### config.mk
export PLATFORM = sky130hd
export DESIGN_NAME = icache_responder
export DESIGN_NICKNAME = d
export VERILOG_FILES = /design/src/rtl/icache_responder.sv
export SDC_FILE = /design/constraint.sdc
export NUM_CORES = 2
export LEC_CHECK = 0
export CORE_MARGIN = 8
export CORE_UTILIZATION = 45
export DETAILED_ROUTE_END_ITERATION = 7
export PLACE_DENSITY = 0.72
export RECOVER_POWER = 50
export REMOVE_ABC_BUFFERS = 1
export SKIP_LAST_GASP = 1
export SYNTH_ARGS = -nofsm -noshare
export SYNTH_HDL_FRONTEND = slang
export SYNTH_SLANG_ARGS = --single-unit
export TNS_END_PERCENT = 10
### constraint.sdc
create_clock -name CLK -period 7.5 [get_ports CLK]
set_input_delay 1.5 -clock CLK [delete_from_list [all_inputs] [get_ports CLK]]
set_output_delay 1.5 -clock CLK [all_outputs]
set_load 0.1 [all_outputs]
### src/rtl/icache_responder.sv
// Direct-mapped instruction cache responder: same-cycle hit lookup and a 4-word line refill on a miss.
// Optional hit/miss statistics counters are built only when ICACHE_STATS_EN is defined.
module icache_responder #(
    parameter int LINES = 16
) (
    input  logic        CLK,
    input  logic        RESET,
    input  logic [31:0] Addr_fIF,
    output logic [31:0] Instr_2IF,
    output logic        Stall_2IF,
    input  logic        Flush,
    output logic        Mem_Req,
    output logic [31:0] Mem_Addr,
    input  logic        Mem_Ack,
    input  logic [31:0] Mem_Data,
    output logic [31:0] Hit_Count,
    output logic [31:0] Miss_Count
);

    localparam int IDX_W = $clog2(LINES);
    localparam int TAG_W = 28 - IDX_W;

    typedef enum logic {
        S_IDLE,
        S_FILL
    } state_t;

    state_t r_state;
    state_t w_state_next;

    logic [LINES-1:0] r_valid;
    logic [TAG_W-1:0] r_tag  [LINES];
    logic [31:0]      r_data [LINES*4];

    logic [27:0]      r_base;
    logic [1:0]       r_cnt;
    logic             r_poison;
    logic             r_mem_req;
    logic [31:0]      r_mem_addr;

    logic [1:0]       w_offset;
    logic [IDX_W-1:0] w_index;
    logic [TAG_W-1:0] w_tag;
    logic             w_hit;
    logic [31:0]      w_rd_word;
    logic [IDX_W-1:0] w_fill_idx;
    logic [TAG_W-1:0] w_fill_tag;
    logic [1:0]       w_cnt_inc;
    logic             w_stall;
    logic             w_start;
    logic             w_ack;
    logic             w_last;
    logic             w_unused_bits;

    assign w_offset      = Addr_fIF[3:2];
    assign w_index       = Addr_fIF[4 +: IDX_W];
    assign w_tag         = Addr_fIF[31 -: TAG_W];
    assign w_unused_bits = ^Addr_fIF[1:0];

    assign w_hit      = r_valid[w_index] && (r_tag[w_index] == w_tag);
    assign w_rd_word  = r_data[{w_index, w_offset}];
    assign w_fill_idx = r_base[IDX_W-1:0];
    assign w_fill_tag = r_base[27 -: TAG_W];
    assign w_cnt_inc  = r_cnt + 2'd1;

    always_comb begin
        w_state_next = r_state;
        w_stall      = 1'b0;
        w_start      = 1'b0;
        w_ack        = 1'b0;
        w_last       = 1'b0;
        case (r_state)
            S_IDLE: begin
                if (!w_hit) begin
                    w_stall      = 1'b1;
                    w_start      = 1'b1;
                    w_state_next = S_FILL;
                end
            end
            S_FILL: begin
                w_stall = 1'b1;
                if (Mem_Ack && r_mem_req) begin
                    w_ack = 1'b1;
                    if (r_cnt == 2'd3) begin
                        w_last       = 1'b1;
                        w_state_next = S_IDLE;
                    end
                end
            end
            default: w_state_next = S_IDLE;
        endcase
    end

    // Reset masks the lookup so fetch sees a quiet port even though no line is valid.
    assign Stall_2IF = w_stall & ~RESET;
    assign Instr_2IF = RESET ? 32'h0 : w_rd_word;
    assign Mem_Req   = r_mem_req;
    assign Mem_Addr  = r_mem_addr;

    always_ff @(posedge CLK or posedge RESET) begin
        if (RESET) begin
            r_state <= S_IDLE;
        end else begin
            r_state <= w_state_next;
        end
    end

    always_ff @(posedge CLK or posedge RESET) begin
        if (RESET) begin
            r_base     <= '0;
            r_cnt      <= '0;
            r_poison   <= 1'b0;
            r_mem_req  <= 1'b0;
            r_mem_addr <= '0;
        end else begin
            if (w_start) begin
                r_base     <= Addr_fIF[31:4];
                r_cnt      <= 2'd0;
                r_poison   <= 1'b0;
                r_mem_req  <= 1'b1;
                r_mem_addr <= {Addr_fIF[31:4], 4'h0};
            end
            if (w_ack) begin
                r_cnt      <= w_cnt_inc;
                r_mem_addr <= {r_base, w_cnt_inc, 2'b00};
            end
            // A flush landing on the final ack is covered by skipping validation below.
            if (w_last) begin
                r_mem_req <= 1'b0;
                r_poison  <= 1'b0;
            end else if (r_state == S_FILL && Flush) begin
                r_poison <= 1'b1;
            end
        end
    end

    always_ff @(posedge CLK or posedge RESET) begin
        if (RESET) begin
            r_valid <= '0;
        end else if (Flush) begin
            r_valid <= '0;
        end else if (w_last && !r_poison) begin
            r_valid[w_fill_idx] <= 1'b1;
        end
    end

    // Payload storage carries no reset; the valid bits alone qualify it.
    always_ff @(posedge CLK) begin
        if (w_ack) begin
            r_data[{w_fill_idx, r_cnt}] <= Mem_Data;
        end
        if (w_last) begin
            r_tag[w_fill_idx] <= w_fill_tag;
        end
    end

`ifdef ICACHE_STATS_EN
    logic [31:0] r_hit_cnt;
    logic [31:0] r_miss_cnt;

    always_ff @(posedge CLK or posedge RESET) begin
        if (RESET) begin
            r_hit_cnt  <= '0;
            r_miss_cnt <= '0;
        end else begin
            if (r_state == S_IDLE && w_hit && !Flush && r_hit_cnt != 32'hFFFF_FFFF) begin
                r_hit_cnt <= r_hit_cnt + 32'd1;
            end
            if (w_start && r_miss_cnt != 32'hFFFF_FFFF) begin
                r_miss_cnt <= r_miss_cnt + 32'd1;
            end
        end
    end

    assign Hit_Count  = r_hit_cnt;
    assign Miss_Count = r_miss_cnt;
`else
    assign Hit_Count  = 32'h0;
    assign Miss_Count = 32'h0;
`endif

endmodule

==> results.ini <==
[run_status]
status = finished with violations
violations = capacitance limit, slew limit

[clock_tree]
cts_tree = built
insertion_delay_ns = 0.90
cts_sinks = 2509
cts_root_buf = clkbuf_16
cts_max_path_buffers = 3
htree_levels = 4
numCtsBuffers = 234
clk_pin_slew_ns = 0.06
post_cts_buffers = 0
cts_resized = 0
postCtsHoldBufs = 0

[routing]
vias = 45390
ant_nets = 0
drc_errors = 0
via_per_inst = 6.148
totalWireLength_um = 242500
wl_per_cell_um = 32.85
dr.first_iter.drc_count = 6017
drtPass1Iterations = 6

[final_layout]
nets = 4400
final_cell_mix = 2432 x edfxtp_1, 759 x mux4_2, 236 x clkbuf_16
area.growth.synth_to_final_pct = 13.78
final_common_cell = edfxtp_1
final_area_um2 = 110300
layout.cells.non_filler = 7383
drive_gt1_frac = 0.3128
post-route-util = 0.5144

[logic_synthesis]
ys_ff_latch = 2509
async_flop_share = 0.03069
avgSynthCellArea_um2 = 24.04
netlist-cell-type-count = 68
ys_warn_count = 0
ys.flop_type = edfxtp_1
synth_edf_count = 2432
synth-seq-area-share = 0.7733
syn-instance-count = 4032
netlist_area_um2 = 96940

[worst_setup_path]
end_kind = primary output
cp_data_required_time_ns = 6.00
path_class = in2out
cp_max_fo = 50
critical_path_arrival_ns = 5.21
cp-start-kind = primary input

[min_path]
hold_class = reg2reg

[sta]
slew_headroom = -0.8828
period_share = 0.8945
hold_viol = 0
tightest_slew_ns = 2.824
setup_viol = 0
fin_tns_setup_ns = 0
slew_viol_final = 2153
finClkSkew_ns = 0.08356
rsz0062_at_grt = false
fmax_ghz = 0.1491
hold_slack_ns = 0.5009
finalCriticalPeriod_ns = 6.709

[placed_design]
dp_hpwl_um = 133900
gp_congestion = 0.7971
portBuffers = 129
placedInstanceArea_um2 = 102400
dp_cells = 6933

[power]
pwr_density_cell_nw_per_um2 = 292.5
power.leakage_nw = 34.30
ir_worst_vdd_mv = 0.2643

[floorplanning]
initial_utilization = 0.4521
dieArea_um2 = 230500
die_w_um = 480.1
io_pins = 198
die_y_um = 480.1
fp.coreArea_um2 = 214400
placement_rows = 170

[global_routing]
antenna_found_initial = 14
grt_max_degree = 78
grt.overflow.total = 0
grt_pass1_vias = 46000
grt_pass1_wl_um = 342500
grt_util_all_layers = 0.2066

[job]
maxCapViolCount = 35

## cell type report
type / count / area (um2)
Fill cell: 16170 / 104100
Sequential cell: 2509 / 74960
Inverter: 9 / 41.29
Tap cell: 2838 / 3551
Clock buffer: 287 / 6167
Multi-Input combinational cell: 1304 / 21260
Timing Repair Buffer: 273 / 2562
Clock inverter: 155 / 1734
Antenna cell: 8 / 20.02
## sequential cells by signal (all words and copies together) (netlist names)
signal	cells
Mem_Addr	29
Mem_Req	1
r_base	28
r_cnt	1
r_data	2048
r_poison	1
r_state	1
r_tag	384
r_valid	16
## critical path, cell delays in order
cell	delay [ns]
buf_8	0.41
buf_4	0.49
mux4_2	0.56
a22oi_1	0.23
nand2_1	0.11
xnor2_1	0.35
o211ai_1	0.17
or4_4	0.56
or2_2	0.35
o21a_1	0.22
buf_12	0.17
## synthesized netlist by cell type (4+ instances only)
| cell | instances | area (um2) |
|---|---|---|
| a21oi_1 | 24 | 120.1 |
| a221oi_1 | 4 | 35.03 |
| a22oi_1 | 18 | 135.1 |
| and2_1 | 38 | 237.7 |
| and3_1 | 7 | 43.79 |
| buf_1 | 51 | 191.4 |
| buf_2 | 7 | 35.03 |
| buf_4 | 72 | 540.5 |
| buf_6 | 10 | 112.6 |
| clkbuf_1 | 130 | 488.0 |
| dfrtp_1 | 77 | 1927 |
| edfxtp_1 | 2432 | 73030 |
| inv_1 | 7 | 26.28 |
| mux2_2 | 15 | 168.9 |
| mux2_4 | 14 | 210.2 |
| mux2i_1 | 35 | 350.3 |
| mux4_1 | 6 | 157.7 |
| mux4_2 | 759 | 17090 |
| nand2_1 | 32 | 120.1 |
| nand3_1 | 9 | 45.04 |
| nor2_1 | 113 | 424.2 |
| nor2b_1 | 7 | 43.79 |
| nor3_1 | 7 | 35.03 |
| o2111ai_1 | 5 | 43.79 |
| o211ai_1 | 6 | 45.04 |
| o21ai_0 | 10 | 50.05 |
| o221a_2 | 23 | 259.0 |
| or2_2 | 4 | 25.02 |
| or3_1 | 28 | 175.2 |
| xnor2_1 | 20 | 175.2 |
| xor2_1 | 8 | 70.07 |
## power breakdown
part	switching [mW]	internal [mW]	leakage, nW
sequential	0.525	16.2	22.8
clock	5.23	6.84	3.81
combinational	2.38	1.08	7.68
## per-layer routing
metal,GRT usage,share of wire,vias to the layer above
met4,0.06041,0.032,8
met3,0.05038,0.10,424
met1,0.2755,0.37,24540
met2,0.3410,0.49,2599
met5,0,0.00019,-
li1,-,-,17820
## logic make-up (layout without fill, tap and decap cells)
family                   Yosys count  after routing  synth area share
AO/OA/AOI/OAI                    115            115          0.009616
multiplexers                     829            829            0.1855
XOR/XNOR                          28             28          0.002530
flip-flops                      2509           2509            0.7733
adder cells (fa/ha/maj)            1              1         0.0001291
buffers and inverters            284            724           0.01539
other                              1             74        0.00003869
AND/OR/NAND/NOR                  265            265           0.01355
## metrics by stage
step                setup slack [ns]  power, mW
CTS                           0.7206      32.39
global route                  0.6485      33.12
global placement              0.7266      20.35
detailed placement            0.7269      20.48
floorplan                      1.349      18.85
finish                        0.7912      32.26
## final timing paths
check	from	to	slack, ns	cells after the start
worst min-delay path	r_valid[10]	r_valid[10]	0.50	2
worst min register to register	r_valid[10]	r_valid[10]	0.50	2
max in group asynchronous	RESET	r_base[15]	3.37	3
min in group asynchronous	RESET	r_base[17]	1.27	2
worst max-delay path	Addr_fIF[4]	Stall_2IF	0.79	11
worst max register to register	Mem_Req	r_data[58][11]	3.12	6
Power figures use the tool's default switching activity.
